<file path="src/rtl/id_ex_forward_register.sv">
// ID/EX pipeline register with operand forwarding muxes, bubble insertion and a stall watchdog FSM.
// Latency 1 cycle; a stall (NOP low) or flush clears the control fields, operands hold.
module id_ex_forward_register #(
  parameter int DATA_W    = 32,
  parameter int CTRL_W    = 12,
  parameter int MAX_STALL = 4,
  parameter int CNT_W     = 16
) (
  input  logic              clk,
  input  logic              reset,
  input  logic [1:0]        Data_Forw_PA,
  input  logic [1:0]        Data_Forw_PB,
  input  logic [1:0]        Data_Forw_PD,
  input  logic              NOP,
  input  logic              flush,
  input  logic [DATA_W-1:0] rf_pa,
  input  logic [DATA_W-1:0] rf_pb,
  input  logic [DATA_W-1:0] rf_pd,
  input  logic [DATA_W-1:0] ex_result,
  input  logic [DATA_W-1:0] mem_result,
  input  logic [DATA_W-1:0] wb_result,
  input  logic [CTRL_W-1:0] id_ctrl,
  input  logic [3:0]        id_rd,
  input  logic              id_rf_enable,
  input  logic              id_load_instr,
  output logic [DATA_W-1:0] ex_pa,
  output logic [DATA_W-1:0] ex_pb,
  output logic [DATA_W-1:0] ex_pd,
  output logic [CTRL_W-1:0] ex_ctrl,
  output logic [3:0]        ex_rd,
  output logic              ex_rf_enable,
  output logic              ex_load_instr,
  output logic [1:0]        stall_state,
  output logic [7:0]        stall_run,
  output logic [CNT_W-1:0]  bubble_cnt,
  output logic              stall_timeout
);

  typedef enum logic [1:0] {
    S_RUN     = 2'b00,
    S_STALL   = 2'b01,
    S_TIMEOUT = 2'b10
  } stall_state_t;

  localparam logic [7:0]       MAX_RUN = 8'(MAX_STALL);
  localparam logic [CNT_W-1:0] CNT_MAX = {CNT_W{1'b1}};

  function automatic logic [DATA_W-1:0] fwd_sel(
    input logic [1:0]        sel,
    input logic [DATA_W-1:0] rf_v,
    input logic [DATA_W-1:0] ex_v,
    input logic [DATA_W-1:0] mem_v,
    input logic [DATA_W-1:0] wb_v
  );
    case (sel)
      2'b00:   return rf_v;
      2'b01:   return ex_v;
      2'b10:   return mem_v;
      default: return wb_v;
    endcase
  endfunction

  logic [DATA_W-1:0] pa_d, pb_d, pd_d;
  logic [DATA_W-1:0] pa_q, pb_q, pd_q;
  logic [CTRL_W-1:0] ctrl_q;
  logic [3:0]        rd_q;
  logic              rf_en_q, load_q;
  logic [CNT_W-1:0]  bubble_cnt_q;
  stall_state_t      state_q, state_d;
  logic [7:0]        stall_run_q, stall_run_d;
  logic              timeout_q, timeout_d;
  logic              bubble;

  assign bubble = ~NOP | flush;

  assign pa_d = fwd_sel(Data_Forw_PA, rf_pa, ex_result, mem_result, wb_result);
  assign pb_d = fwd_sel(Data_Forw_PB, rf_pb, ex_result, mem_result, wb_result);
  assign pd_d = fwd_sel(Data_Forw_PD, rf_pd, ex_result, mem_result, wb_result);

  // Operands hold through a bubble; only control is squashed.
  always_ff @(posedge clk or posedge reset) begin
    if (reset) begin
      pa_q         <= '0;
      pb_q         <= '0;
      pd_q         <= '0;
      ctrl_q       <= '0;
      rd_q         <= '0;
      rf_en_q      <= 1'b0;
      load_q       <= 1'b0;
      bubble_cnt_q <= '0;
    end else if (bubble) begin
      ctrl_q  <= '0;
      rd_q    <= '0;
      rf_en_q <= 1'b0;
      load_q  <= 1'b0;
      if (bubble_cnt_q != CNT_MAX) bubble_cnt_q <= bubble_cnt_q + 1'b1;
    end else begin
      pa_q    <= pa_d;
      pb_q    <= pb_d;
      pd_q    <= pd_d;
      ctrl_q  <= id_ctrl;
      rd_q    <= id_rd;
      rf_en_q <= id_rf_enable;
      load_q  <= id_load_instr;
    end
  end

  always_ff @(posedge clk or posedge reset) begin
    if (reset) begin
      state_q     <= S_RUN;
      stall_run_q <= '0;
      timeout_q   <= 1'b0;
    end else begin
      state_q     <= state_d;
      stall_run_q <= stall_run_d;
      timeout_q   <= timeout_d;
    end
  end

  // Stall tracking looks at NOP only; a flush by itself is not a stall.
  always_comb begin
    state_d     = state_q;
    stall_run_d = stall_run_q;
    timeout_d   = timeout_q;
    case (state_q)
      S_RUN: begin
        if (!NOP) begin
          state_d     = S_STALL;
          stall_run_d = 8'd1;
        end else begin
          stall_run_d = 8'd0;
        end
      end
      S_STALL: begin
        if (!NOP) begin
          stall_run_d = stall_run_q + 8'd1;
          if (stall_run_d == MAX_RUN) begin
            state_d   = S_TIMEOUT;
            timeout_d = 1'b1;
          end
        end else begin
          state_d     = S_RUN;
          stall_run_d = 8'd0;
        end
      end
      S_TIMEOUT: begin
        timeout_d = 1'b1;
        if (!NOP) begin
          if (stall_run_q != 8'hFF) stall_run_d = stall_run_q + 8'd1;
        end else begin
          stall_run_d = 8'd0;
        end
      end
      default: begin
        state_d     = S_RUN;
        stall_run_d = 8'd0;
      end
    endcase
  end

  assign ex_pa         = pa_q;
  assign ex_pb         = pb_q;
  assign ex_pd         = pd_q;
  assign ex_ctrl       = ctrl_q;
  assign ex_rd         = rd_q;
  assign ex_rf_enable  = rf_en_q;
  assign ex_load_instr = load_q;
  assign stall_state   = state_q;
  assign stall_run     = stall_run_q;
  assign bubble_cnt    = bubble_cnt_q;
  assign stall_timeout = timeout_q;

endmodule
</file>
<file path="config.mk">
export PLATFORM = sky130hd
export DESIGN_NAME = id_ex_forward_register
export DESIGN_NICKNAME = d
export VERILOG_FILES = /design/src/rtl/id_ex_forward_register.sv
export SDC_FILE = /design/constraint.sdc
export NUM_CORES = 1
export LEC_CHECK = 0
export CAP_MARGIN = 10
export CORE_UTILIZATION = 40
export DETAILED_ROUTE_END_ITERATION = 8
export PLACE_DENSITY = 0.78
export SYNTH_ARGS = -nofsm -noshare
export SYNTH_HDL_FRONTEND = slang
export SYNTH_SLANG_ARGS = --single-unit
</file>
<file path="constraint.sdc">
create_clock -name clk -period 5.95 [get_ports clk]
set_input_delay 0.8925 -clock clk [delete_from_list [all_inputs] [get_ports clk]]
set_output_delay 0.8925 -clock clk [all_outputs]
set_load 0.02 [all_outputs]
</file>
==> results of run 1 <==
## layout make-up
type | count | area, µm²
clock buffers | 17 | 425
inverters | 8 | 35.0
fillers | 1554 | 6840
well taps | 260 | 325
clock inverters | 15 | 128
repair buffers | 365 | 3610
flip-flops and latches | 141 | 3530
multi-input cells | 513 | 4130
## synthesized netlist by cell type (all sizes together), types with 9 or more instances
master and n:
and2 19, buf 21, clkbuf 27, dfrtp 141, mux4 96, nand2 302, nand4 9, nor2 9
o21ai 9, xnor2 16
## worst register-to-register path, cell delays in order, from the launching register on
cell	delay [ps]
dfrtp_1	470
ha_1	280
nor3b_1	200
a21oi_1	70
nor4b_2	380
a21oi_1	120
or3_1	390
## layer usage
| layer | part of all wire | global-route usage | up-vias |
|---|---|---|---|
| met5 | 0 | 0 | - |
| met2 | 0.52 | 0.451 | 316 |
| met3 | 0.074 | 0.0707 | 38 |
| met1 | 0.39 | 0.313 | 3430 |
| li1 | - | - | 3160 |
| met4 | 0.021 | 0.0889 | 0 |
## per-stage QoR
step           total power, µW  setup slack [ps]  area (µm²)  std cells  utilization
3_3_place_gp              2270              2590       11600       1287        0.611
6_report                  3260              2990       12200       1319        0.641
3_5_place_dp              2280              2530       11600       1287        0.611
2_1_floorplan             1720              1280        7890        710            -
5_1_grt                   3410              2740       12200       1319        0.641
4_1_cts                   3290              2960       12200       1319        0.641
## cells in the final DEF, fill, tap and decap left out, types with 6 or more instances in the layout
master and instances:
clkdlybuf4s50_1 354, nand2_1 302, dfrtp_1 141, mux4_2 96, and2_1 19, clkbuf_16 17, xnor2_1 15, nor2_1 9
nand4_1 9, nand3_1 8, a21oi_1 8, inv_1 7, inv_6 7, ha_1 7, o21ai_1 6, buf_2 6
## registers in the layout, indices dropped and copies added, names as in the netlist
| signal | flops |
|---|---|
| stall_run | 8 |
| stall_timeout | 1 |
| stall_state | 2 |
| ex_pd | 32 |
| bubble_cnt | 16 |
| ex_load_instr | 1 |
| ex_pb | 32 |
| ex_ctrl | 12 |
| ex_rf_enable | 1 |
| ex_rd | 4 |
| ex_pa | 32 |
## cell families (layout without fill, tap and decap cells)
group,Yosys count,after routing,synth area share
xor+xnor,20,20,0.0232
buf+inv,56,405,0.0311
mux,98,98,0.277
compound gates,26,26,0.0194
simple gates,362,362,0.191
flops,141,141,0.447
fa+ha+maj,7,7,0.0111
## where the power goes
group          leakage [µW]  internal (µW)  switching [µW]  total [µW]
combinational       0.00316            548             513        1060
sequential          0.00178           1090             108        1200
clock              0.000262            546             446         992
total               0.00521           2190            1070        3260
## worst min-delay path by stage
stage | startpoint | endpoint | slack (ps) | depth (start not counted)
6_report | stall_timeout | stall_timeout | 470 | 2
5_1_grt | ex_pb[26] | ex_pb[26] | 490 | 2
4_1_cts | ex_pb[28] | ex_pb[28] | 480 | 2
3_5_place_dp | stall_timeout | stall_timeout | 460 | 2
3_3_place_gp | ex_pb[12] | ex_pb[12] | 460 | 2
2_1_floorplan | stall_timeout | stall_timeout | 570 | 2
==> results.cfg, run 1 <==
[critical_path]
ff2ff_path_depth = 6
path_depth = 6
path_cells = clkdlybuf4s50_1 -> nand2b_4 -> nand4_1 -> a21oi_1 -> nand3_1 -> xnor2_1
cp-start-kind = input port
critical_path.top_delay_family = simple AND/OR/NAND/NOR gates
regToRegSetupSlack_ps = 3910
cp-end-kind = flip-flop
cp.required_ps = 6250
slowest_delay_ps = 860
critPathArrivalTime_ps = 3260
crit_path_end = bubble_cnt[9]
r2r-start = stall_run[0]
cpMaxStageDelayCell = nand2b_4
timing.rr.end = stall_state[0]
cp_num_buf_inv = 1
cp_max_fo = 99
startpoint = NOP
critPathKind = in2reg

[cts]
postCtsSetupBuffers = 0
cts_tree = done
cts.sinks = 141
ctsHoldBuffers = 0
clkSlewWorstSetupHoldPaths_ps = 60
ctsHtreeMaxLevel = 4
numCtsBuffers = 17
root_buffer = clkbuf_16
clock_latency_ps = 420
post_cts_resized = 0
cts_max_path_buffers = 2

[floorplanning]
initial_utilization = 0.415
placement_rows = 50
ios = 361
die_h_um = 142
die-area_um2 = 20300
die_w_um = 142
core_area_um2 = 19000

[power]
p_per_area_nw_per_um2 = 267
max-vdd-ir-drop_mv = 0.173
leakagePower_uw = 0.00521

[routing]
drtPass1Iterations = 5
drt_iter0_drc = 323
detail_route.wl_per_cell_um = 19.6
vias_per_cell = 5.26
drc = 0
ant_nets = 0
num_vias = 6944
drt_wl_total_um = 25800

[yosys]
ys_seq_area_frac = 0.447
synth_nets = 937
synth_seq_cells = 141
yosysUniqueCellTypes = 37
synth-edff-count = 0
netlist_top_cells_area = dfrtp_1 45%, mux4_2 27%, nand2_1 14%
ys_warn_count = 0
async_reset_ff_frac = 1.00
yosys.area.top_type = dfrtp_1
syn_area_per_cell_um2 = 11.1
synthCells = 710
synth.cell_area_um2 = 7890
synth_ff_type = dfrtp_1
synth_top_area_share = 0.447

[global_route]
grt_use_total = 0.261
grt_pass1_wl_um = 39300
grt_max_degree = 103
antenna_found_initial = 0
grt_overflow = 0
grt_pass1_vias = 7122

[sta]
slew_headroom = 0.268
post-route-min-period_ps = 2960
finalCritPeriodShare = 0.497
setup_violations = 0
tightest_slew_ps = 1100
clock_skew_ps = 7.48
clock.fmax_mhz = 338
rsz0062_at_grt = false
finalSetupTns_ps = 0
hold_viol = 0
holdWs_ps = 471
final-max-slew-violation-count = 0

[finish]
diodes = 0
nets = 1273
drive_gt1_frac = 0.138
syn2layout_area_growth_pct = 54.4

[place]
routabilityCongestion = 0.899
io_buffers = 360
hpwl_um = 18900

[run_status]
status = completed

[job]
drv_cap = 0

[worst_hold_path]
hold_path_class = reg2reg
Power figures use the tool's default switching activity.
==> run 2, diff against run 1 <==
==> constraint.sdc (replaced) <==
create_clock -name clk -period 2.78 [get_ports clk]
set_input_delay 0.417 -clock clk [delete_from_list [all_inputs] [get_ports clk]]
set_output_delay 0.417 -clock clk [all_outputs]
set_load 0.02 [all_outputs]
==> results.cfg, run 2 (synthesized netlist as in run 1, its figures left out) <==
[global_route]
top_usage_layer = met2
grt_max_degree = 79
antenna_found_initial = 4
grt_pass1_wl_um = 39800
grt_use_total = 0.265
use_met1 = 0.329
grt_use_met2 = 0.443
grt_overflow = 0
use_met3 = 0.0676
grt_pass1_vias = 7138

[finish]
n_fill_cell = 1523
instances_no_fill = 1332
syn2layout_area_growth_pct = 56.5
layout_common_cells = 354 x clkdlybuf4s50_1, 302 x nand2_1, 141 x dfrtp_1, 96 x mux4_2, 19 x and2_1
drive_gt1_frac = 0.147
final_common_cell = clkdlybuf4s50_1
nets = 1284

[power]
leakagePower_uw = 0.00529
p_per_area_nw_per_um2 = 574
max-vdd-ir-drop_mv = 0.363
fin_total_pwr_uw = 7090

[cts]
post_cts_resized = 0
cts_tree = done
ctsHtreeMaxLevel = 4
postCtsSetupBuffers = 0
clkSlewWorstSetupHoldPaths_ps = 60
cts.sinks = 141
ctsHoldBuffers = 0
cts_max_path_buffers = 2
clock_latency_ps = 410
numCtsBuffers = 17
root_buffer = clkbuf_16

[critical_path]
cp.required_ps = 3060
critPathArrivalTime_ps = 2420
critPathKind = reg2reg
cp_max_fo = 7
cp-end-kind = flip-flop
regToRegSetupSlack_ps = 640
cp-start-kind = flip-flop

[floorplanning]
core_area_um2 = 19000
placement_rows = 50
die_w_um = 142
initial_utilization = 0.415
ios = 361
die_h_um = 142
die-area_um2 = 20300

[job]
drv_cap = 0

[place]
numPlacedInstances = 1298
routabilityCongestion = 0.880
hpwl_um = 19700
dp_slack_ps = 566
io_buffers = 360

[sta]
clock.fmax_mhz = 468
final-max-slew-violation-count = 0
clock_skew_ps = 3.60
hold_viol = 0
slew_headroom = 0.587
finalCritPeriodShare = 0.769
worst_slack_ps = 643
rsz0062_at_grt = false
setup_violations = 0
finalSetupTns_ps = 0
tightest_slew_ps = 620
post-route-min-period_ps = 2140

[routing]
drtPass1Iterations = 5
vias_per_cell = 5.21
detail_route.wl_per_cell_um = 19.6
drc = 0
drt_iter0_drc = 338
num_vias = 6943
drt_wl_total_um = 26100
ant_nets = 0

[worst_hold_path]
hold_path_class = reg2reg

[run_status]
status = completed
==> run 2: final timing paths <==
path,end,startpoint,depth (start not counted)
worst max-delay path,stall_state[0],stall_run[0],6
worst min-delay path,ex_pd[6],ex_pd[6],2
min in group asynchronous,ex_load_instr,reset,3
worst max register to register,stall_state[0],stall_run[0],6
worst min register to register,ex_pd[6],ex_pd[6],2
max in group asynchronous,ex_pa[30],reset,3
==> run 2: critical path: stages, from the launching register on <==
cell,delay [ps]
dfrtp_1,480
ha_1,300
nor3b_1,210
a21oi_1,80
nor4b_2,420
a21oi_1,120
or3_1,410
==> run 2: layer usage <==
metal	vias up	share of wire
li1	3175	-
met3	50	0.075
met1	3398	0.39
met2	316	0.50
met4	4	0.034
met5	-	0.00096
==> run 2: where the power goes <==
group / leakage, µW / switching [µW] / internal, µW / total (µW)
registers: 0.00178 / 239 / 2340 / 2580
logic: 0.00323 / 1110 / 1190 / 2290
clock network: 0.000271 / 951 / 1260 / 2210
total: 0.00529 / 2300 / 4790 / 7090
==> run 2: area by class of cell <==
cell class	instances	area, µm²	area share
timing repair buffer	376	3740	0.303
antenna	2	5.00	0.000405
multi-input combinational	513	4130	0.335
clock inverter	15	153	0.0124
tap	260	325	0.0264
inverter	8	33.8	0.00274
clock buffer	17	425	0.0345
sequential	141	3530	0.286
==> run 2: stage by stage <==
stage | instance area (µm²) | utilization | hold WS (ps)
final | 12300 | 0.649 | 472
after global routing | 12300 | 0.649 | 484
after CTS | 12300 | 0.649 | 477
after detailed placement | 11800 | 0.618 | 461
after global placement | 11800 | 0.618 | 457
after floorplan | 7890 | - | 546
